$ cat src/rtl/bip_control.sv
// BIP control unit: program counter, IDLE/RUN/HALT sequencing and instruction decode.
// Optional cycle counter output o_cycles enabled by defining BIP_CYCLE_CNT_EN.
module bip_control #(
  parameter int unsigned PC_W   = 11,
  parameter int unsigned OPC_W  = 5,
  parameter int unsigned DATA_W = 16
) (
  input  logic                    i_clk,
  input  logic                    i_rst_n,
  input  logic                    i_start,
  input  logic [OPC_W+PC_W-1:0]   i_instr,
  output logic [PC_W-1:0]         o_pc,
  output logic [PC_W-1:0]         o_addr,
  output logic [1:0]              o_selA,
  output logic                    o_selB,
  output logic                    o_op,
  output logic                    o_wrAcc,
  output logic                    o_wrRam,
  output logic                    o_rdRam,
  output logic [DATA_W-1:0]       o_SIGNAL,
  output logic                    o_busy,
  output logic                    o_halt
`ifdef BIP_CYCLE_CNT_EN
  ,
  output logic [31:0]             o_cycles
`endif
);

  localparam int unsigned INSTR_W = OPC_W + PC_W;
  localparam int unsigned EXT_W   = DATA_W - PC_W;

  localparam logic [OPC_W-1:0] OPC_HLT  = OPC_W'(0);
  localparam logic [OPC_W-1:0] OPC_STO  = OPC_W'(1);
  localparam logic [OPC_W-1:0] OPC_LD   = OPC_W'(2);
  localparam logic [OPC_W-1:0] OPC_LDI  = OPC_W'(3);
  localparam logic [OPC_W-1:0] OPC_ADD  = OPC_W'(4);
  localparam logic [OPC_W-1:0] OPC_ADDI = OPC_W'(5);
  localparam logic [OPC_W-1:0] OPC_SUB  = OPC_W'(6);
  localparam logic [OPC_W-1:0] OPC_SUBI = OPC_W'(7);

  localparam logic [1:0] SEL_RAM = 2'b00;
  localparam logic [1:0] SEL_IMM = 2'b01;
  localparam logic [1:0] SEL_ALU = 2'b10;

  typedef enum logic [1:0] {
    S_IDLE = 2'b00,
    S_RUN  = 2'b01,
    S_HALT = 2'b10
  } state_t;

  state_t            r_state;
  logic [PC_W-1:0]   r_pc;
  logic              r_busy;
  logic              r_halt;

  logic [OPC_W-1:0]  w_opc;
  logic [PC_W-1:0]   w_operand;
  logic [1:0]        w_sel_a;
  logic              w_sel_b;
  logic              w_op;
  logic              w_wr_acc;
  logic              w_wr_ram;
  logic              w_rd_ram;

  assign w_opc     = i_instr[INSTR_W-1 -: OPC_W];
  assign w_operand = i_instr[PC_W-1:0];

  // Sequencer: start is only honoured from IDLE/HALT; HLT freezes the PC on its own address.
  always_ff @(posedge i_clk) begin
    if (!i_rst_n) begin
      r_state <= S_IDLE;
      r_pc    <= '0;
      r_busy  <= 1'b0;
      r_halt  <= 1'b0;
    end else begin
      case (r_state)
        S_IDLE, S_HALT: begin
          if (i_start) begin
            r_state <= S_RUN;
            r_pc    <= '0;
            r_busy  <= 1'b1;
            r_halt  <= 1'b0;
          end
        end
        S_RUN: begin
          if (w_opc == OPC_HLT) begin
            r_state <= S_HALT;
            r_busy  <= 1'b0;
            r_halt  <= 1'b1;
          end else begin
            r_pc <= r_pc + PC_W'(1);
          end
        end
        default: begin
          r_state <= S_IDLE;
          r_busy  <= 1'b0;
          r_halt  <= 1'b0;
        end
      endcase
    end
  end

  // Zero-latency decode, gated to RUN so IDLE/HALT never strobe the datapath.
  always_comb begin
    w_sel_a  = SEL_RAM;
    w_sel_b  = 1'b0;
    w_op     = 1'b0;
    w_wr_acc = 1'b0;
    w_wr_ram = 1'b0;
    w_rd_ram = 1'b0;
    if (r_state == S_RUN) begin
      case (w_opc)
        OPC_STO:  w_wr_ram = 1'b1;
        OPC_LD: begin
          w_rd_ram = 1'b1;
          w_wr_acc = 1'b1;
        end
        OPC_LDI: begin
          w_wr_acc = 1'b1;
          w_sel_a  = SEL_IMM;
        end
        OPC_ADD: begin
          w_rd_ram = 1'b1;
          w_wr_acc = 1'b1;
          w_sel_a  = SEL_ALU;
        end
        OPC_ADDI: begin
          w_wr_acc = 1'b1;
          w_sel_a  = SEL_ALU;
          w_sel_b  = 1'b1;
        end
        OPC_SUB: begin
          w_rd_ram = 1'b1;
          w_wr_acc = 1'b1;
          w_sel_a  = SEL_ALU;
          w_op     = 1'b1;
        end
        OPC_SUBI: begin
          w_wr_acc = 1'b1;
          w_sel_a  = SEL_ALU;
          w_sel_b  = 1'b1;
          w_op     = 1'b1;
        end
        default: ;
      endcase
    end
  end

`ifdef BIP_CYCLE_CNT_EN
  logic [31:0] r_cycles;

  // Counts RUN cycles (HLT cycle included); cleared on every accepted start.
  always_ff @(posedge i_clk) begin
    if (!i_rst_n) begin
      r_cycles <= '0;
    end else if (r_state == S_RUN) begin
      r_cycles <= r_cycles + 32'(1);
    end else if (i_start) begin
      r_cycles <= '0;
    end
  end

  assign o_cycles = r_cycles;
`endif

  assign o_pc     = r_pc;
  assign o_busy   = r_busy;
  assign o_halt   = r_halt;
  assign o_addr   = w_operand;
  assign o_SIGNAL = {{EXT_W{w_operand[PC_W-1]}}, w_operand};
  assign o_selA   = w_sel_a;
  assign o_selB   = w_sel_b;
  assign o_op     = w_op;
  assign o_wrAcc  = w_wr_acc;
  assign o_wrRam  = w_wr_ram;
  assign o_rdRam  = w_rd_ram;

endmodule

$ cat config.mk
export PLATFORM = sky130hd
export DESIGN_NAME = bip_control
export DESIGN_NICKNAME = d
export VERILOG_FILES = /design/src/rtl/bip_control.sv
export SDC_FILE = /design/constraint.sdc
export NUM_CORES = 1
export LEC_CHECK = 0
export ABC_AREA = 0
export BUFFER_PORTS_ARGS = -buffer_cell sky130_fd_sc_hd__clkbuf_2
export CORE_UTILIZATION = 45
export CTS_CLUSTER_SIZE = 16
export DETAILED_ROUTE_END_ITERATION = 8
export PLACE_DENSITY = 0.84
export SLEW_MARGIN = 20
export SYNTH_ARGS = -nofsm -noshare
export SYNTH_HDL_FRONTEND = slang
export SYNTH_SLANG_ARGS = --single-unit
$ cat constraint.sdc
create_clock -name i_clk -period 3.35 [get_ports i_clk]
set_input_delay 0.1675 -clock i_clk [delete_from_list [all_inputs] [get_ports i_clk]]
set_output_delay 0.1675 -clock i_clk [all_outputs]
set_load 0.01 [all_outputs]
After elaboration in Yosys (flattened, before gate mapping)
Index checks and enable logic that the tools add are counted. Widths: inputs -> output; s select.

Register bits: 15. Bits in latches: 0. RAM bits: 0. Memory bits (read-only): 0. Input port bits: 19. Output and inout port bits: 47. Memories: 0.

Add/subtract/negate cells: 1. $mul: 0. Divide/modulo/power cells: 0. Magnitude comparators: 0. Eq/ne operators: 12. Shift operators: 0. Multiplexer cells: 24. Bitwise operators: 0. Reductions and logical operators: 11.

Operators with widths (count): $mux 11 (2); $pmux 11 s2 (1); $eq 5x3->1 const B (4); $mux 1 (14); $add 11x1->11 const B (1); $eq 5x2->1 const B (2); $pmux 2 s2 (2); $mux 2 (3); $ne 2x2->1 const B (3); $reduce_or 2->1 (3); $reduce_or 6->1 (1); $eq 5x1->1 const B (1); $logic_not 5->1 (1); $pmux 1 s2 (2); $reduce_or 4->1 (1); $reduce_and 3->1 (1); $reduce_or 3->1 (1); $eq 2x1->1 const B (1); $eq 2x2->1 const B (1); $logic_not 2->1 (1); $reduce_and 2->1 (1); $reduce_bool 2->1 (1).

Logic depth before layout (Yosys ltp)
Depth in word-level cells: 4. Mapped depth: 7. Depth with buffers taken out: 5.

Worst setup path after synthesis
No wires, ideal clock.

Kind: reg2reg. From: reg r_pc[0] (netlist: o_pc[0]). To: reg r_pc[8] (netlist: o_pc[8]). Arrival: 1.503 ns. Data required time: 3.276 ns. Path slack: 1.773 ns. Stages on the path, launching flop included: 6. Path through: dfxtp_1 ha_1 inv_1 or3_1 a2111o_1 o21ai_0.

Longest elaborated chain between the ends: 3.

RTL lines: start, declared (RTL line 52) `logic [PC_W-1:0] r_pc;`; start signal, assigned (RTL line 91) `r_pc <= r_pc + PC_W'(1);`; $add 11x1->11 (RTL line 91); $mux 11 (RTL line 86) `if (w_opc == OPC_HLT) begin`; $pmux 11 s2 (RTL line 76) `case (r_state)`.

No other way between the ends. The select of a mux whose other input is x is not followed. A chain may end at the register's enable or synchronous reset.

Final worst setup path
From: reg r_state[0]. To: out o_selA[0].

Longest elaborated chain between the ends: 2.

RTL lines: start, declared (RTL line 51) `state_t r_state;`; start signal, assigned (RTL line 71) `r_state <= S_IDLE;`; start signal, assigned (RTL line 79) `r_state <= S_RUN;`; start signal, assigned (RTL line 87) `r_state <= S_HALT;`; $eq 2x1->1 (RTL line 111) `if (r_state == S_RUN) begin`; $mux 2 (RTL line 111); end, declared (RTL line 14) `output logic [1:0] o_selA,`.

No other way between the ends.

==> run_results.csv <==
group,metric,value,unit
worst_setup_path,crit_family,"simple AND/OR/NAND/NOR gates",
synthesis,synth_area,1065,um2
sta,tightest_slew,0.6532,ns
clocking,htree_levels,1,
worst_setup_path,crit_type,"reg -> out",
synthesis,ys_warn_count,0,
finish,seq_area,280.3,um2
power,power.density,338.4,nW/um2
detailed_routing,drt_iter0_markers,17,
synthesis,synth_xor_xnor_area_share,0,%
run,max_cap_violations,0,
clocking,insertion_delay,0.28,ns
clocking,numCtsBuffers,3,
hold_path,min_path_type,"in -> reg",
placement,globalplace.congestion,0.8448,
placement,io_buffers,27,
detailed_routing,drt-wirelength-per-cell,13.18,um
placement,dp_hpwl,1592,um
floorplanning,dieArea,2565,um2
worst_setup_path,slowest_stage,"dfxtp_1",
global_routing,grt_pass1_wl,3546,um
global_routing,grt_max_degree,21,
detailed_routing,final_antenna_net_count,0,
finish,drive_gt1_share,24.81,%
global_routing,antenna_found_initial,0,
synthesis,netlist.area_leader.share,26.32,%
worst_setup_path,path_cells,"nor2b_4 -> nor3b_1 -> nand2_1 -> nor3b_1 -> clkbuf_2",
finish,area_delta_synth_final,-4.701,%
global_routing,grt_use_total,17.90,%
synthesis,syn_nets,152,
placement,dpl_cell_area,978.4,um2
synthesis,synth_top_family_by_area,"buffers and inverters",
synthesis,synthMuxAreaShare,0.9401,%
synthesis,synthTopCellsByArea,"dfxtp_1 26%, buf_4 19%, a2111o_1 8.5%",
outcome,status,"finished clean",
finish,layout_commonest_cell,"clkbuf_2",
floorplanning,core_area,2212,um2
worst_setup_path,end_kind,"output pin",
synthesis,syn_avg_cell_area,8.066,um2
clocking,cts_resized,0,
clocking,cts.sinks,14,
sta,min_period,2.064,ns
clocking,root_buffer,"clkbuf_4",
clocking,cts_max_path_buffers,2,
sta,setup_viol,0,
synthesis,synth_cells,132,
sta,relSlewSlack,56.45,%
sta,skew,0.003400,ns
sta,finalCritPeriodShare,61.62,%
finish,fin_nets,150,
worst_setup_path,worst_path_largest_cell_delay,0.47,ns
synthesis,ys_ff_latch,14,
global_routing,first_global_vias,847,
worst_setup_path,crit_required,3.18,ns
detailed_routing,drt_pass1_iterations,4,
sta,max_freq,484.4,MHz
sta,hold_violations,0,
clocking,tritoncts,"built",
worst_setup_path,arrival,1.90,ns
finish,most-common-layout-cells,"27 x clkbuf_2, 17 x nand2_1, 14 x dfxtp_1, 8 x a2111o_1, 7 x a21oi_1",
detailed_routing,viasPerCell,5.643,
synthesis,synthAdderAreaFrac,1.175,%
finish,num_antenna_cells,0,
synthesis,synth_compound_area_share,21.62,%
sta,rsz0062_at_grt,"false",
floorplanning,fp.dieW,50.65,um
worst_setup_path,cp_num_buf_inv,1,
synthesis,ys_types,34,
power,peakVddDrop,0.0002448,V
worst_setup_path,worstPathMaxFanout,9,
sta,finalSetupTns,0,ns
sta,timing.hold.ws,0.2228,ns
synthesis,synth_top_cell_by_area,"dfxtp_1",
clocking,clkTransAtPathRegs,0.09,ns
worst_setup_path,crit_path_start_kind,"register",
synthesis,yosysSeqAreaShare,26.32,%
floorplanning,initial_core_util,48.13,%
finish,design_area,1015,um2
floorplanning,die_h,50.65,um
detailed_routing,vias,886,
finish,fillers,228,
detailed_routing,wl,2069,um
sta,slew_violations,0,
synthesis,synth-simple-area-share,24.79,%
detailed_routing,drc,0,
finish,multi_input_area,516.7,um2
clocking,cts_setup_buffers,0,
worst_setup_path,cpMostUsedCell,"nor3b_1",
clocking,cts_hold_buf,0,
global_routing,overflow,0,
floorplanning,ios,66,
power,power.leakage,0.0004108,uW
floorplanning,rows,17,
==> path summary, 6_finish.rpt <==
path	startpoint	to	slack, ns	cells past startpoint
setup reg to reg	r_state[0]	o_pc[4]	1.37	4
hold / removal	i_start	o_pc[0]	0.22	3
hold reg to reg	o_pc[10]	o_pc[10]	0.47	2
setup / recovery	r_state[0]	o_selA[0]	1.29	5
==> metal layers <==
layer  vias up  wire (um)  track usage [%]
met2        29       1009            28.44
met5         -          0                0
met1       402        858            20.77
met4         0         67            12.04
met3        14        134            4.848
li1        441          -                -
==> synth_stat cells, drive strengths merged <==
cell,instances
buf,31
nand2,17
dfxtp,14
a2111o,8
a21oi,7
nand3,6
o21ai,5
and2,4
nor2,4
and3,3
clkbuf,3
inv,3
o2111ai,3
or3,3
a21boi,2
nand2b,2
nand4,2
nor3b,2
a211oi,1
a21bo,1
a31oi,1
ha,1
mux2i,1
nand3b,1
nand4b,1
nor2b,1
nor3,1
nor4,1
o211ai,1
o21a,1
or4bb,1
==> state kept, by name, indices dropped and copies added (netlist names) <==
name and count:
r_state 2, o_busy 1, o_pc 11
==> metrics by stage <==
stage                     total power [uW]  std cells  util [%]  setup WS, ns
final                                343.4        157     45.87         1.286
after global routing                 362.2        157     45.87         1.035
after CTS                            343.7        157     45.87         1.298
after detailed placement             222.2        153     44.23         1.410
after global placement               220.5        153     44.23         1.566
after floorplan                      248.4        132         -         1.773
==> final cells by class <==
class                      instances  area share, %
clock buffer                       4          3.576
timing repair buffer              27          13.32
multi-input combinational         81          50.92
tap                               28          3.453
sequential                        14          27.62
inverter                           3          1.110
==> tightest hold or removal path, cell delays in order <==
cell      delay, ns
clkbuf_2       0.11
or4bb_1        0.11
o211ai_1       0.07
==> report_power, final <==
group,switching (uW),leakage [uW],internal [uW],total [uW]
Clock,58.9,0.0000210,66.2,125
Sequential,5.12,0.000114,170,175
Combinational,27.9,0.000276,15.4,43.2
==> logic make-up after synthesis <==
family	Yosys count
and+or+nand+nor	49
adders and majority gates	1
DFF	14
AOI/OAI and AO/OA	30
buffers and inverters	37
muxes	1
(Power assumes the default switching activity.)
